`src/rtl/iir_biquad_mc_pkg.sv`:
```
// Shared definitions for the multi-channel biquad: tap/coefficient select
// encodings, FSM states and the default fixed-point formats.
package iir_biquad_mc_pkg;

  localparam int DEF_IN_W      = 8;
  localparam int DEF_IN_FRAC   = 6;
  localparam int DEF_OUT_W     = 17;
  localparam int DEF_OUT_FRAC  = 15;
  localparam int DEF_COEF_W    = 16;
  localparam int DEF_COEF_FRAC = 14;

  localparam int NUM_TAPS = 5;

  // Tap order is also the MAC order: b0, b1, b2, a1, a2.
  typedef enum logic [2:0] {
    SEL_B0 = 3'd0,
    SEL_B1 = 3'd1,
    SEL_B2 = 3'd2,
    SEL_A1 = 3'd3,
    SEL_A2 = 3'd4
  } coef_sel_t;

  typedef enum logic [1:0] {
    ST_IDLE = 2'd0,
    ST_MAC  = 2'd1,
    ST_DONE = 2'd2
  } state_t;

endpackage

```
`src/rtl/iir_round_sat.sv`:
```
// Round half up, arithmetic shift right by SHIFT and saturate an accumulator
// to a narrower signed output; sat flags a clamp.
module iir_round_sat #(
  parameter int ACC_W = 40,
  parameter int OUT_W = 17,
  parameter int SHIFT = 14
) (
  input  logic signed [ACC_W-1:0] acc,
  output logic signed [OUT_W-1:0] y,
  output logic                    sat
);

  localparam logic signed [ACC_W:0] RND =
    {{(ACC_W-SHIFT+1){1'b0}}, 1'b1, {(SHIFT-1){1'b0}}};
  localparam logic signed [ACC_W:0] MAX_EXT =
    {{(ACC_W-OUT_W+2){1'b0}}, {(OUT_W-1){1'b1}}};
  localparam logic signed [ACC_W:0] MIN_EXT =
    {{(ACC_W-OUT_W+2){1'b1}}, {(OUT_W-1){1'b0}}};

  logic signed [ACC_W:0] rounded;
  logic signed [ACC_W:0] shifted;

  // One guard bit keeps the rounding add from wrapping near full scale.
  always_comb begin
    rounded = {acc[ACC_W-1], acc} + RND;
    shifted = rounded >>> SHIFT;
    sat     = 1'b0;
    y       = shifted[OUT_W-1:0];
    if (shifted > MAX_EXT) begin
      y   = MAX_EXT[OUT_W-1:0];
      sat = 1'b1;
    end else if (shifted < MIN_EXT) begin
      y   = MIN_EXT[OUT_W-1:0];
      sat = 1'b1;
    end
  end

endmodule

```
`src/rtl/iir_biquad_mc.sv`:
```
// Multi-channel programmable biquad IIR: one shared MAC walks the five taps,
// per-channel delay lines, rounded and saturated output.
module iir_biquad_mc
  import iir_biquad_mc_pkg::*;
#(
  parameter int IN_W      = DEF_IN_W,
  parameter int IN_FRAC   = DEF_IN_FRAC,
  parameter int OUT_W     = DEF_OUT_W,
  parameter int OUT_FRAC  = DEF_OUT_FRAC,
  parameter int COEF_W    = DEF_COEF_W,
  parameter int COEF_FRAC = DEF_COEF_FRAC,
  parameter int CHANNELS  = 4,
  parameter int ACC_W     = 40,
  localparam int CHAN_W   = (CHANNELS > 1) ? $clog2(CHANNELS) : 1
) (
  input  logic                     clk,
  input  logic                     reset_n,
  input  logic                     in_valid,
  output logic                     in_ready,
  input  logic [CHAN_W-1:0]        in_chan,
  input  logic signed [IN_W-1:0]   in_data,
  output logic                     out_valid,
  output logic [CHAN_W-1:0]        out_chan,
  output logic signed [OUT_W-1:0]  out_data,
  input  logic                     coef_we,
  input  logic [2:0]               coef_sel,
  input  logic signed [COEF_W-1:0] coef_data,
  input  logic                     clear_state,
  output logic                     sat_flag
);

  localparam int XSH       = OUT_FRAC - IN_FRAC;
  localparam int CHAN_SPAN = 1 << CHAN_W;
  localparam logic signed [COEF_W-1:0] COEF_ONE = COEF_W'(1) << COEF_FRAC;

  state_t state, state_nxt;
  logic [2:0]              k;
  logic [CHAN_W-1:0]       chan_cur;
  logic                    chan_ok_cur;
  logic [CHAN_SPAN-1:0]    chan_ok_vec;
  logic signed [IN_W-1:0]  x_cur, x1_cur, x2_cur;
  logic signed [OUT_W-1:0] y1_cur, y2_cur, y_sat;
  logic signed [ACC_W-1:0] acc, op, cf, prod;
  logic                    sat_hit, accept;

  logic signed [COEF_W-1:0] coef   [NUM_TAPS];
  logic signed [IN_W-1:0]   x1_mem [CHANNELS];
  logic signed [IN_W-1:0]   x2_mem [CHANNELS];
  logic signed [OUT_W-1:0]  y1_mem [CHANNELS];
  logic signed [OUT_W-1:0]  y2_mem [CHANNELS];

  assign accept = (state == ST_IDLE) && in_valid && !clear_state;

  // Channel codes beyond CHANNELS are accepted but never touch state.
  always_comb begin
    for (int i = 0; i < CHAN_SPAN; i++) chan_ok_vec[i] = (i < CHANNELS);
  end

  always_ff @(posedge clk or negedge reset_n) begin
    if (!reset_n) state <= ST_IDLE;
    else          state <= state_nxt;
  end

  always_comb begin
    state_nxt = state;
    if (clear_state) state_nxt = ST_IDLE;
    else begin
      unique case (state)
        ST_IDLE: if (in_valid) state_nxt = ST_MAC;
        ST_MAC:  if (k == 3'(NUM_TAPS - 1)) state_nxt = ST_DONE;
        ST_DONE: state_nxt = ST_IDLE;
        default: state_nxt = ST_IDLE;
      endcase
    end
  end

  always_comb in_ready = (state == ST_IDLE);

  // NOTE: every variable written here gets a default first, so no path can infer a latch.
  always_comb begin
    op = '0;
    cf = '0;
    case (coef_sel_t'(k))
      SEL_B0: begin op = ACC_W'(x_cur)  <<< XSH; cf = ACC_W'(coef[0]); end
      SEL_B1: begin op = ACC_W'(x1_cur) <<< XSH; cf = ACC_W'(coef[1]); end
      SEL_B2: begin op = ACC_W'(x2_cur) <<< XSH; cf = ACC_W'(coef[2]); end
      SEL_A1: begin op = ACC_W'(y1_cur);         cf = ACC_W'(coef[3]); end
      SEL_A2: begin op = ACC_W'(y2_cur);         cf = ACC_W'(coef[4]); end
      default: ;
    endcase
    prod = op * cf;
  end

  // NOTE: sequential state uses non-blocking assignments so every flop samples pre-edge values.
  always_ff @(posedge clk or negedge reset_n) begin
    if (!reset_n) begin
      k           <= '0;
      chan_cur    <= '0;
      chan_ok_cur <= 1'b0;
      x_cur       <= '0;
      x1_cur      <= '0;
      x2_cur      <= '0;
      y1_cur      <= '0;
      y2_cur      <= '0;
      acc         <= '0;
    end else if (accept) begin
      k           <= '0;
      acc         <= '0;
      chan_cur    <= in_chan;
      chan_ok_cur <= chan_ok_vec[in_chan];
      x_cur       <= in_data;
      x1_cur      <= chan_ok_vec[in_chan] ? x1_mem[in_chan] : '0;
      x2_cur      <= chan_ok_vec[in_chan] ? x2_mem[in_chan] : '0;
      y1_cur      <= chan_ok_vec[in_chan] ? y1_mem[in_chan] : '0;
      y2_cur      <= chan_ok_vec[in_chan] ? y2_mem[in_chan] : '0;
    end else if (state == ST_MAC) begin
      acc <= acc + prod;
      k   <= k + 3'd1;
    end
  end

  iir_round_sat #(
    .ACC_W (ACC_W),
    .OUT_W (OUT_W),
    .SHIFT (COEF_FRAC)
  ) u_round_sat (
    .acc (acc),
    .y   (y_sat),
    .sat (sat_hit)
  );

  // NOTE: these arrays are small register banks, not RAM, so they take the async reset directly.
  always_ff @(posedge clk or negedge reset_n) begin
    if (!reset_n) begin
      for (int i = 0; i < NUM_TAPS; i++) coef[i] <= (i == 0) ? COEF_ONE : '0;
    end else if (state == ST_IDLE && coef_we && coef_sel <= SEL_A2) begin
      coef[coef_sel] <= coef_data;
    end
  end

  always_ff @(posedge clk or negedge reset_n) begin
    if (!reset_n) begin
      for (int i = 0; i < CHANNELS; i++) begin
        x1_mem[i] <= '0;
        x2_mem[i] <= '0;
        y1_mem[i] <= '0;
        y2_mem[i] <= '0;
      end
      out_valid <= 1'b0;
      out_chan  <= '0;
      out_data  <= '0;
      sat_flag  <= 1'b0;
    end else begin
      out_valid <= 1'b0;
      if (clear_state) begin
        for (int i = 0; i < CHANNELS; i++) begin
          x1_mem[i] <= '0;
          x2_mem[i] <= '0;
          y1_mem[i] <= '0;
          y2_mem[i] <= '0;
        end
        sat_flag <= 1'b0;
      end else if (state == ST_DONE && chan_ok_cur) begin
        out_valid          <= 1'b1;
        out_chan           <= chan_cur;
        out_data           <= y_sat;
        sat_flag           <= sat_flag | sat_hit;
        x2_mem[chan_cur]   <= x1_cur;
        x1_mem[chan_cur]   <= x_cur;
        y2_mem[chan_cur]   <= y1_cur;
        y1_mem[chan_cur]   <= y_sat;
      end
    end
  end

endmodule

```
`config.mk`:
```
export PLATFORM = sky130hd
export DESIGN_NAME = iir_biquad_mc
export DESIGN_NICKNAME = d
export VERILOG_FILES = /design/src/rtl/iir_biquad_mc_pkg.sv /design/src/rtl/iir_round_sat.sv /design/src/rtl/iir_biquad_mc.sv
export SDC_FILE = /design/constraint.sdc
export NUM_CORES = 2
export LEC_CHECK = 0
export BUFFER_PORTS_ARGS = -buffer_cell sky130_fd_sc_hd__clkbuf_2
export CAP_MARGIN = 20
export CORE_MARGIN = 1.5
export CORE_UTILIZATION = 30
export CTS_CLUSTER_DIAMETER = 30
export DETAILED_ROUTE_END_ITERATION = 8
export MAX_ROUTING_LAYER = met4
export SLEW_MARGIN = 20
export SYNTH_ARGS = -nofsm -noshare
export SYNTH_HDL_FRONTEND = slang
export SYNTH_HIERARCHICAL = 1
export SYNTH_SLANG_ARGS = --single-unit
```
`constraint.sdc`:
```
create_clock -name clk -period 8.7 [get_ports clk]
set_input_delay 0.435 -clock clk [delete_from_list [all_inputs] [get_ports clk]]
set_output_delay 0.435 -clock clk [all_outputs]
set_load 0.005 [all_outputs]
```
==> impl_metrics.csv <==
group,metric,value,unit
run_status,outcome,"completed",
yosys,synth_top_area_frac,0.2801,
detailed_routing,drtPass1Iterations,6,
place,place_area,40360,µm²
timing,layout_setup_ws,0.2013,ns
yosys,ys_seq_area_frac,0.2746,
timing,period_share,0.9769,
floorplanning,die_h,354.6,µm
final_layout,layout-drive-gt1-share,0.1808,
critical_path,slowest_delay,0.56,ns
timing,hold_violations,0,
yosys,yosysMostFrequentCell,"inv_1",
clock_tree,root_buffer,"clkbuf_16",
place,io_buffers,55,
final_layout,seqCellArea,10190,µm²
yosys,yosys.area_share.xor_xnor,0.01768,
global_route,grt.overflow.total,0,
timing,finalCriticalPeriod,8.499,ns
place,placedCellCount,5403,
detailed_routing,num_vias,26770,
yosys,netlist_instances,3697,
floorplanning,num_rows,128,
place,place_congestion,0.9574,
clock_tree,htreeDepth,3,
global_route,grt_pass1_wl,167.1,mm
yosys,yosys-top-cells-area,"fa_1, dfrtp_1, inv_1",
yosys,syn-num-nets,4459,
clock_tree,clk_path_buf_depth,3,
critical_path,criticalPathCategory,"flip-flop to flip-flop",
min_path,hold_class,"input pin to flip-flop",
detailed_routing,drt_iter0_markers,2271,
global_route,grt_pass1_vias,28290,
final_layout,num-fill-cells,12150,
yosys,yosys.area.top_type,"fa_1",
clock_tree,cts_sinks,407,
critical_path,worstPathArrival,9.05,ns
yosys,synth-simple-area-share,0.1019,
yosys,ys_async_sr_fraction,1.000,
final_layout,layout.cells.non_filler,5575,
timing,max_freq,0.1177,GHz
final_layout,final_util,0.3578,
detailed_routing,detail-route-antenna-nets,0,
clock_tree,cts_tree,"done",
clock_tree,cts.clk_slew.worst_paths,0.05,ns
place,dp_slack,-0.01615,ns
yosys,synth_common_cells,"inv_1, nand2_1, fa_1",
global_route,grt.total_usage,0.1768,
yosys,avgSynthCellArea,10.03,µm²
timing,skew,0.04486,ns
place,dp_hpwl,81.28,mm
final_layout,syn_to_final_growth,17.87,%
clock_tree,cts_made_buffers,81,
yosys,synthAdderAreaFrac,0.3506,
final_layout,diodes,0,
yosys,synth_edf_count,0,
timing,finalMaxSlewViolations,0,
final_layout,multiInputGateArea,23770,µm²
detailed_routing,wl_per_cell,19.24,µm
floorplanning,die_x,354.6,µm
global_route,antenna_found_initial,0,
yosys,synth.area.mux_share,0.07917,
clock_tree,clock_latency,0.67,ns
yosys,synth.distinct_cells,83,
critical_path,required,9.26,ns
run,cap_violations,0,
timing,rsz0062_at_grt,"true",
final_layout,final_nets,4646,
yosys,ys_ff_latch,407,
floorplanning,ios,56,
detailed_routing,drc,0,
detailed_routing,routed_wl,107.3,mm
final_layout,final_cell_area,43720,µm²
detailed_routing,avgViaCountPerCell,4.802,
yosys,yosys_warnings,6,
critical_path,cp-end-kind,"flip-flop",
global_route,grt_max_degree,176,
critical_path,crit_path_start_kind,"flip-flop",
timing,setup_viol,0,
yosys,synth_top_family_by_area,"adder cells",
timing,maxSlewHeadroom,0.3091,
floorplanning,dieArea,125800,µm²
yosys,ys.flop_type,"dfrtp_1",
floorplanning,coreArea,122200,µm²
yosys,synthesis.area,37090,µm²
floorplanning,start_util,0.3035,
critical_path,critPathSlowestCell,"a22o_1",
timing,tightest_slew,1.036,ns
yosys,synth_compound_area_frac,0.08558,
critical_path,worstPathMaxFanout,15,
[kinds of logic after synthesis]
family / after synthesis
AND/OR/NAND/NOR: 904
flip-flops: 407
buffers and inverters: 880
adder cells (fa/ha/maj): 728
AO/OA/AOI/OAI: 493
multiplexers: 211
XOR/XNOR: 74
[what timing repair did]
| action | in CTS | in global routing |
|---|---|---|
| endpoints found under the setup margin | 2 | 13 |
| pin swaps | 0 | 23 |
| setup buffers | 0 | 13 |
| hold buffers | 6 | 0 |
| gates cloned | 1 | 1 |
| resized for setup | 2 | 47 |
| endpoints found under the hold margin | 108 | 0 |
[stage by stage]
stage / hold slack (ns) / setup TNS [ns]
3_3_place_gp: 0.4518 / 0
5_1_grt: 0.09534 / -0.2015
2_1_floorplan: 0.1394 / 0
4_1_cts: 0.04373 / 0
3_5_place_dp: 0.4573 / -0.03765
6_report: 0.09000 / 0
[area by class of cell]
class / count / area share
timing repair buffer: 271 / 0.04708
clock inverter: 48 / 0.01754
inverter: 711 / 0.06122
multi-input combinational: 2412 / 0.5438
clock buffer: 101 / 0.05086
sequential: 407 / 0.2330
tap: 1625 / 0.04651
[final timing paths]
check / from / cells past startpoint / slack (ns) / endpoint
hold reg to reg: chan_ok_cur / 1 / 0.47 / chan_ok_cur
min in group asynchronous: reset_n / 2 / 0.44 / coef[9]
hold / removal: coef_data[8] / 2 / 0.09 / coef[40]
max in group asynchronous: reset_n / 4 / 6.14 / y1_mem[43]
setup reg to reg: k[1] / 30 / 0.20 / acc[33]
setup / recovery: k[1] / 30 / 0.20 / acc[33]
[sequential cells by signal (all words and copies together) (netlist names), 2 cells and up]
| signal | count |
|---|---|
| out_data | 17 |
| x2_mem | 32 |
| chan_cur | 2 |
| coef | 80 |
| x1_cur | 8 |
| y2_cur | 17 |
| y1_mem | 68 |
| x1_mem | 32 |
| out_chan | 2 |
| k | 3 |
| state | 2 |
| y1_cur | 17 |
| acc | 40 |
| x_cur | 8 |
| x2_cur | 8 |
| y2_mem | 68 |
[routing by layer]
layer / GRT usage / vias to the layer above / wire, µm
li1: - / 12050 / -
met1: 0.2255 / 13680 / 45860
met2: 0.2847 / 837 / 51200
met3: 0.02422 / 200 / 5871
met4: 0.06872 / 0 / 4344
met5: - / - / 0
[cell usage in the layout, fill, tap and decap left out, drive strengths merged, types with 19 or more instances in the layout]
| cell | Yosys | layout |
|---|---|---|
| a21oi | 234 | 234 |
| nand2 | 588 | 588 |
| o22ai | 28 | 28 |
| fa | 519 | 519 |
| dfrtp | 406 | 406 |
| nor2 | 189 | 189 |
| clkbuf | 147 | 153 |
| a22oi | 33 | 33 |
| buf | 22 | 213 |
| nand3 | 19 | 19 |
| a222oi | 24 | 24 |
| o21ai | 59 | 59 |
| o21a | 30 | 30 |
| mux2 | 159 | 159 |
| mux4 | 50 | 50 |
| inv | 711 | 715 |
| xnor2 | 57 | 57 |
| ha | 209 | 209 |
[worst max-delay path, delay by kind of cell (launching register included)]
family / cells / cell delay (ns)
AOI/OAI and AO/OA: 8 / 2.08
adders and majority gates: 10 / 4.25
buffers and inverters: 9 / 0.88
DFF: 1 / 0.40
and+or+nand+nor: 3 / 0.76
Power is not shown: default switching activity piles up to over one toggle a cycle in this logic, so the estimate is an artifact.
